`src/rtl/pcm_sample_fifo_pkg.sv`:
```
// pcm_sample_fifo_pkg: shared PCM widths, sample type and saturating |x| helper.
package pcm_sample_fifo_pkg;
  localparam int PCM_WIDTH = 16;
  localparam int PCM_FIFO_DEPTH = 8;
  typedef logic signed [15:0] pcm_sample_t;
  // The most negative sample has no positive twin, so it clamps to the largest magnitude
  function automatic logic [PCM_WIDTH-1:0] sat_abs(input pcm_sample_t s);
    logic [PCM_WIDTH-1:0] n;
    n = PCM_WIDTH'(-s);
    return !s[PCM_WIDTH-1] ? PCM_WIDTH'(s) : (n[PCM_WIDTH-1] ? {1'b0, {(PCM_WIDTH-1){1'b1}}} : n);
  endfunction
endpackage

```
`src/rtl/pcm_peak_tracker.sv`:
```
// pcm_peak_tracker: running maximum |sample| over accepted pushes, clearable.
module pcm_peak_tracker
  import pcm_sample_fifo_pkg::*;
(
  input  logic                 clk,
  input  logic                 rst,
  input  logic                 push,
  input  logic                 clr,
  input  pcm_sample_t          sample,
  output logic [PCM_WIDTH-1:0] peak
);
  logic [PCM_WIDTH-1:0] peak_q, peak_d, mag;
  always_comb begin
    mag = sat_abs(sample);
    peak_d = clr ? (push ? mag : '0) : ((push && mag > peak_q) ? mag : peak_q);
  end
  always_ff @(posedge clk or posedge rst)
    if (rst) peak_q <= '0;
    else peak_q <= peak_d;
  assign peak = peak_q;
endmodule

```
`src/rtl/pcm_sample_fifo.sv`:
```
// pcm_sample_fifo: FWFT PCM sample buffer with level, sticky overflow and threshold irq.
// Define PCM_SAMPLE_FIFO_PEAK_EN to add the peak-magnitude tracker (peak_clr / peak).
module pcm_sample_fifo
  import pcm_sample_fifo_pkg::*;
#(
  parameter int DEPTH = PCM_FIFO_DEPTH,
  parameter int WIDTH = PCM_WIDTH,
  localparam int LVL_W = $clog2(DEPTH) + 1,
  localparam int PTR_W = $clog2(DEPTH)
) (
`ifdef PCM_SAMPLE_FIFO_PEAK_EN
  input  logic             peak_clr,
  output logic [WIDTH-1:0] peak,
`endif
  input  logic             clk,
  input  logic             rst,
  input  logic             in_valid,
  input  logic [WIDTH-1:0] in_data,
  input  logic             rd_en,
  input  logic             flush,
  input  logic             ovf_clr,
  input  logic [LVL_W-1:0] threshold,
  output logic [WIDTH-1:0] rd_data,
  output logic             empty,
  output logic             full,
  output logic [LVL_W-1:0] level,
  output logic             overflow,
  output logic             irq
);
  logic [WIDTH-1:0] mem_q [DEPTH];
  logic [PTR_W-1:0] wr_ptr_q, wr_ptr_d, rd_ptr_q, rd_ptr_d;
  logic [LVL_W-1:0] level_q, level_d;
  logic ovf_q, ovf_d, irq_q, irq_d, pop_ok, push_ok, drop;
  always_comb begin
    empty = level_q == '0;
    full = level_q == LVL_W'(DEPTH);
    pop_ok = rd_en && !empty && !flush;
    // A pop from a full FIFO frees the slot the simultaneous push lands in
    push_ok = in_valid && (!full || pop_ok) && !flush;
    drop = in_valid && full && !pop_ok && !flush;
    wr_ptr_d = flush ? '0 : wr_ptr_q + PTR_W'(push_ok);
    rd_ptr_d = flush ? '0 : rd_ptr_q + PTR_W'(pop_ok);
    level_d = flush ? '0 : level_q + LVL_W'(push_ok) - LVL_W'(pop_ok);
    ovf_d = drop || (ovf_q && !ovf_clr);
    irq_d = (threshold != '0) && (level_d >= threshold);
  end
  always_ff @(posedge clk or posedge rst)
    if (rst) begin
      wr_ptr_q <= '0;
      rd_ptr_q <= '0;
      level_q <= '0;
      ovf_q <= 1'b0;
      irq_q <= 1'b0;
    end else begin
      wr_ptr_q <= wr_ptr_d;
      rd_ptr_q <= rd_ptr_d;
      level_q <= level_d;
      ovf_q <= ovf_d;
      irq_q <= irq_d;
    end
  always_ff @(posedge clk)
    if (push_ok) mem_q[wr_ptr_q] <= in_data;
  assign rd_data = empty ? '0 : mem_q[rd_ptr_q];
  assign level = level_q;
  assign overflow = ovf_q;
  assign irq = irq_q;
`ifdef PCM_SAMPLE_FIFO_PEAK_EN
  pcm_peak_tracker u_peak (
    .clk(clk), .rst(rst), .push(push_ok), .clr(peak_clr),
    .sample(pcm_sample_t'(in_data)), .peak(peak)
  );
`endif
endmodule

```
`config.mk`:
```
export PLATFORM = sky130hd
export DESIGN_NAME = pcm_sample_fifo
export DESIGN_NICKNAME = d
export VERILOG_FILES = /design/src/rtl/pcm_sample_fifo_pkg.sv /design/src/rtl/pcm_peak_tracker.sv /design/src/rtl/pcm_sample_fifo.sv
export SDC_FILE = /design/constraint.sdc
export NUM_CORES = 1
export LEC_CHECK = 0
export ABC_AREA = 1
export CAP_MARGIN = 10
export CORE_AREA = 2 2 164 118
export CTS_CLUSTER_SIZE = 30
export DETAILED_ROUTE_END_ITERATION = 7
export DIE_AREA = 0 0 166 120
export PLACE_DENSITY = 0.59
export SYNTH_ARGS = -nofsm -noshare
export SYNTH_HDL_FRONTEND = slang
export SYNTH_HIERARCHICAL = 1
export SYNTH_SLANG_ARGS = --single-unit
```
`constraint.sdc`:
```
create_clock -name clk -period 3.08 [get_ports clk]
set_clock_uncertainty 0.15 [all_clocks]
set_input_delay 0.616 -clock clk [delete_from_list [all_inputs] [get_ports clk]]
set_output_delay 0.616 -clock clk [all_outputs]
set_load 0.05 [all_outputs]
```
==> results.md, run 1 <==
* Hold Path Cell Cnt at 2
* Crit. End Element: output port
* Clock transition at the registers of the reported paths at 0.06 ns
* Asr flop ratio synth at 0.0857
* Slew @ Worst Pin at 0.520 ns
* Endpoint of the worst hold path: overflow
* Clock root buffer: clkbuf_16
* Layout cell share with drive strength beyond 1 at 0.123
* Static leakage at 3.62 nW
* Post-synth EDFFs at 128
* Global-route wire length before repair at 21.8 mm
* DRT Pass-1 Iters at 6
* DRT antenna net count at 0
* PD cells at 826 mW/mm^2
* MaxCap Viol Count at 0
* Final Util at 0.433
* Reg2Reg Depth at 19
* Fin. Hold Viols at 0
* Worst slew margin at 0.653
* Synth Net Count at 705
* Slowest CP cell: clkdlybuf4s50_1
* DRC at 0
* Antenna Cells at 0
* Tot GR Track Use at 0.144
* Area of the core at 0.0184 mm^2
* Crit Path Max Fanout at 17
* Initial drt markers at 220
* Fmax at 335 MHz
* Starting Density at 0.353
* Largest net degree at the start of global routing at 40
* Hold WC Path Type: flop to flop
* Hpwl dp at 8.09 mm
* Cell with the most instances after synthesis: nand2_1
* Tcrit/Tclk final at 0.969
* Type of origin of the critical path: flop
* Worst Path Arrival at 2.22 ns
* Row count at 42
* Flop-to-flop setup slack at 0.15 ns
* Clk_lat worst skew at 0.41 ns
* Nets at 771
* Die ar. at 0.0199 mm^2
* R2r endpoint: irq
* Initial antenna violation count at 0
* Final WS setup at 0.0955 ns
* CP Cell Sequence: inv_2, ha_1, nand2_4, buf_4, inv_1, clkdlybuf4s50_1
* Max-slew violation count at 0
* Syn Area/Cell at 9.82 um^2
* Setup-failing EPs final at 0
* Clock sink count at 140
* I/O pins at 50
* Post-Syn Area at 0.00652 mm^2
* Post-placement setup slack at -0.349 ns
* Fin crit period at 2.98 ns
* Area delta synth->final at 22.5%
* Number of global-route vias before repair at 4047
* Total grt overflow at 0
* Post-synth top cells: nand2_1, inv_1, edfxtp_1
* Via density per instance at 4.22
* Synth top area cells: edfxtp_1, nand2_1, inv_1
* Syn Inst Count at 664
* FF+latch count, synth at 140
* Clock Path Buffers at 2
* CTS Buf Count at 17
* Share of the synthesized area in the top cell type at 0.590
* Sequential-to-total area share from yosys stat at 0.636
* Wire length per cell at 13.7 um
* Final GP Congestion at 0.746
* Data required, critical path at 2.31 ns
* Via count at 4153
* Worst VDD drop at 458 uV
* Routed WL at 13.5 mm
* Die height at 120 um
* Critical Path Max Stage Delay at 0.79 ns
* TritonCTS clock tree: done
* Port Buf Inserts at 49
* Main synth FF type: edfxtp_1
* Post-synth top area cell: edfxtp_1
* Worst R2R Start: level[2]
* Status: completed
* Count of cell types in the netlist at 23
* Die width at 166 um
* H-tree depth at 4
* Hold Crit Start: overflow
* Crit Path Category: flop to output port
* Synth warnings at 6
==> placed cells by master, fill, tap and decap left out, types with 2 or more instances in the layout <==
cell and count:
nand2_1 168, inv_1 153, edfxtp_1 128, nand3_1 91, nor2_1 46, buf_4 41
clkdlybuf4s50_1 32, clkbuf_16 17, ha_1 12, dfrtp_1 9, bufinv_16 7, nor2_2 6
inv_2 4, a21oi_1 4, inv_6 3, dfrtp_2 3, nand2_4 2, xnor2_1 2
o21ai_1 2, clkinv_4 2
==> worst max-delay path by stage <==
stage,end,slack (ns),start
2_1_floorplan,irq,-0.26,level[2]
3_3_place_gp,irq,-0.33,flush
3_5_place_dp,irq,-0.35,flush
4_1_cts,empty,0.07,level[2]
5_1_grt,irq,-0.002,level[2]
6_report,empty,0.1,level[2]
==> what timing repair did <==
action | 4_1_cts | 5_1_grt
hold buffers | 0 | 0
endpoints found under the setup margin | 0 | 1
gates resized for setup | 0 | 2
setup buffers | 0 | 1
==> routing by layer <==
metal	GRT usage	vias up	wire length, um	share of wire
li1	-	2201	-	-
met4	0.0636	0	148	0.011
met3	0.0277	14	734	0.055
met5	0	-	0	0
met1	0.194	1839	6410	0.48
met2	0.228	99	6160	0.46
==> final cells by class <==
cell class | instances | area [um^2]
clock buffers | 17 | 425
clock inverters | 14 | 265
fillers | 1734 | 10500
inverters | 157 | 589
multi-input cells | 340 | 1620
flip-flops and latches | 140 | 4150
well taps | 242 | 303
repair buffers | 74 | 641
==> critical path: cells and delay by family (launching register included) <==
| kind | cells | cell delay, ns |
|---|---|---|
| buf+inv | 4 | 1.16 |
| flops | 1 | 0.41 |
| fa+ha+maj | 1 | 0.19 |
| simple gates | 1 | 0.06 |
==> cell families after synthesis <==
logic type / synth area share
simple gates: 0.204
buf+inv: 0.123
flops: 0.636
fa+ha+maj: 0.0299
compound gates: 0.00537
xor+xnor: 0.00269
==> report_power, final <==
group	internal, mW	switching (mW)
Combinational	0.621	1.38
Clock	1.60	0.777
Sequential	2.15	0.0678
==> state kept, by name, summed over array words and instances (netlist names) <==
name      flops
irq           1
rd_ptr_q      3
mem_q       128
wr_ptr_q      3
level         4
overflow      1
==> per-stage QoR <==
step	TNS (ns)	std cells	hold WS, ns	area [um^2]	total power, mW
3_3_place_gp	-0.332	952	0.342	7280	4.26
5_1_grt	-0.00197	984	0.424	7990	6.91
4_1_cts	0	983	0.355	7980	6.65
6_report	0	984	0.356	7990	6.60
2_1_floorplan	-0.260	664	0.331	6550	3.69
3_5_place_dp	-0.349	952	0.338	7280	4.27
(Power assumes the default switching activity.)
==> run 2, diff against run 1 <==
- HOLD_SLACK_MARGIN: unset -> 0.05
==> results of run 2 <==
Same layout as run 1: the final DEF is identical, and so are final timing and power.
==> run 3, diff against run 2 <==
- CORE_AREA: 2 2 164 118 -> 2 2 134 97
- DIE_AREA: 0 0 166 120 -> 0 0 136 99
- PLACE_DENSITY: 0.59 -> 0.78
- clock period: 3.08 -> 3.17 ns (I/O delays scaled with it)
==> results.md, run 3 (synthesis results as in run 1) <==
* Wire length per cell at 15.2 um
* Nets at 770
* RSZ-0062 raised after global routing: false
* Fin. Hold Viols at 0
* Crit Path Category: flop to output port
* Worst Path Arrival at 2.22 ns
* H-tree depth at 4
* Setup TNS at 0 ns
* CTS Buf Count at 17
* Status: completed
* Clock Path Buffers at 2
* Initial antenna violation count at 0
* Commonest non-fill, non-tap cell in the layout: nand2_1
* Slew @ Worst Pin at 0.514 ns
* Placed inst area at 0.00739 mm^2
* Tot GR Track Use at 0.221
* Global-route wire length before repair at 22.3 mm
* Crit. End Element: output port
* Largest register FFs at 128
* Worst R2R Start: level[2]
* Area delta synth->final at 21.7%
* Routed WL at 13.7 mm
* Gate power share at 0.373
* Type of origin of the critical path: flop
* Max-slew violation count at 0
* Worst VDD drop at 558 uV
* Hold Crit Start: rd_ptr_q[2]
* Hpwl dp at 8.51 mm
* Post_cts resized at 0
* DRC at 0
* Static leakage at 3.60 nW
* Starting Density at 0.536
* Row count at 34
* Clock share of power at 0.281
* Via density per instance at 5.04
* Initial drt markers at 361
* Via count at 4554
* Data required, critical path at 2.39 ns
* Setup-failing EPs final at 0
* Most frequent cells in the layout: nand2_1, inv_1, edfxtp_1
* DRT antenna net count at 0
* Switching share of power at 0.345
* I/O pins at 50
* Die height at 99 um
* Clock root buffer: clkbuf_16
* Largest Register: mem_q
* Layout cell share with drive strength beyond 1 at 0.108
* Area of the core at 0.0122 mm^2
* Tcrit/Tclk final at 0.947
* Worst slew margin at 0.656
* Fin crit period at 3.00 ns
* Pwr Total at 6.22 mW
* Total grt overflow at 0
* DRT Pass-1 Iters at 4
* Internal power at 4.08 mW
* Psw at 2.14 mW
* Setup crit start: level[3]
* MaxCap Viol Count at 0
* Die width at 136 um
* Clock sink count at 140
* Clock transition at the registers of the reported paths at 0.05 ns
* CTS Hold Bufs at 0
* Die ar. at 0.0135 mm^2
* Final GP Congestion at 0.737
* Seq pwr share at 0.346
* Hold WC Path Type: flop to flop
* Final Util at 0.652
* Final WS setup at 0.168 ns
* Largest net degree at the start of global routing at 51
* Port Buf Inserts at 49
* Post-CTS Repair Setup Buffers at 0
* Final Cell Area at 0.00793 mm^2
* Number of global-route vias before repair at 4654
* Crit Path Max Fanout at 17
* Fmax at 333 MHz
* Antenna Cells at 0
* TritonCTS clock tree: done
* PD cells at 784 mW/mm^2
* Post-placement setup slack at -0.358 ns
* Clk_lat worst skew at 0.42 ns
==> run 3: cell count changes in the layout (fill, tap and decap cells not counted), moves of 2 or more <==
cell / before / now
nor2_2: 6 / 1
inv_6: 3 / 0
bufinv_16: 7 / 0
clkinv_4: 2 / 0
buf_12: 0 / 17
clkbuf_8: 0 / 4
clkinv_2: 0 / 2
clkbuf_1: 0 / 9
buf_4: 41 / 23
nor2_1: 46 / 50
==> run 3: cell type report <==
cell class                      count  area, um^2
Clock buffer                       30         514
Timing Repair Buffer               73         843
Clock inverter                      2        10.0
Fill cell                         909        4240
Tap cell                          162         203
Sequential cell                   140        4150
Inverter                          157         589
Multi-Input combinational cell    340        1620
==> run 3: power groups by stage <==
stage | registers (mW) | logic [mW] | clock network [mW]
floorplan | 2.27 | 1.32 | 0
global placement | 2.18 | 2.26 | 0
detailed placement | 2.19 | 2.31 | 0
CTS | 2.15 | 2.32 | 1.77
global route | 2.16 | 2.50 | 1.86
finish | 2.15 | 2.32 | 1.75
==> run 3: through the flow <==
step	hold WS, ns	std cells
floorplan	0.349	664
global placement	0.298	872
detailed placement	0.322	872
CTS	0.329	904
global route	0.350	904
finish	0.330	904
==> run 3: worst paths after layout <==
| path | end | slack [ns] | cells after the start |
|---|---|---|---|
| setup / recovery | empty | 0.17 | 6 |
| hold / removal | rd_ptr_q[2] | 0.33 | 1 |
| setup reg to reg | irq | 0.28 | 19 |
| hold reg to reg | rd_ptr_q[2] | 0.33 | 1 |
| max in group asynchronous | rd_ptr_q[0] | 2.15 | 2 |
| min in group asynchronous | irq | 0.38 | 2 |
==> run 3: critical path, stage by stage (launching register included) <==
cell	delay, ns
dfrtp_2	0.41
inv_1	0.07
ha_1	0.18
nand2_4	0.06
buf_4	0.21
inv_1	0.07
clkdlybuf4s50_1	0.79
==> run 3: metal layers <==
metal	global-route usage	routed length (um)	part of all wire	vias up
met5	0	0	0	-
met4	0.0946	217	0.016	0
met3	0.0664	1090	0.079	26
met2	0.359	6840	0.50	181
met1	0.277	5600	0.41	2146
li1	-	-	-	2201
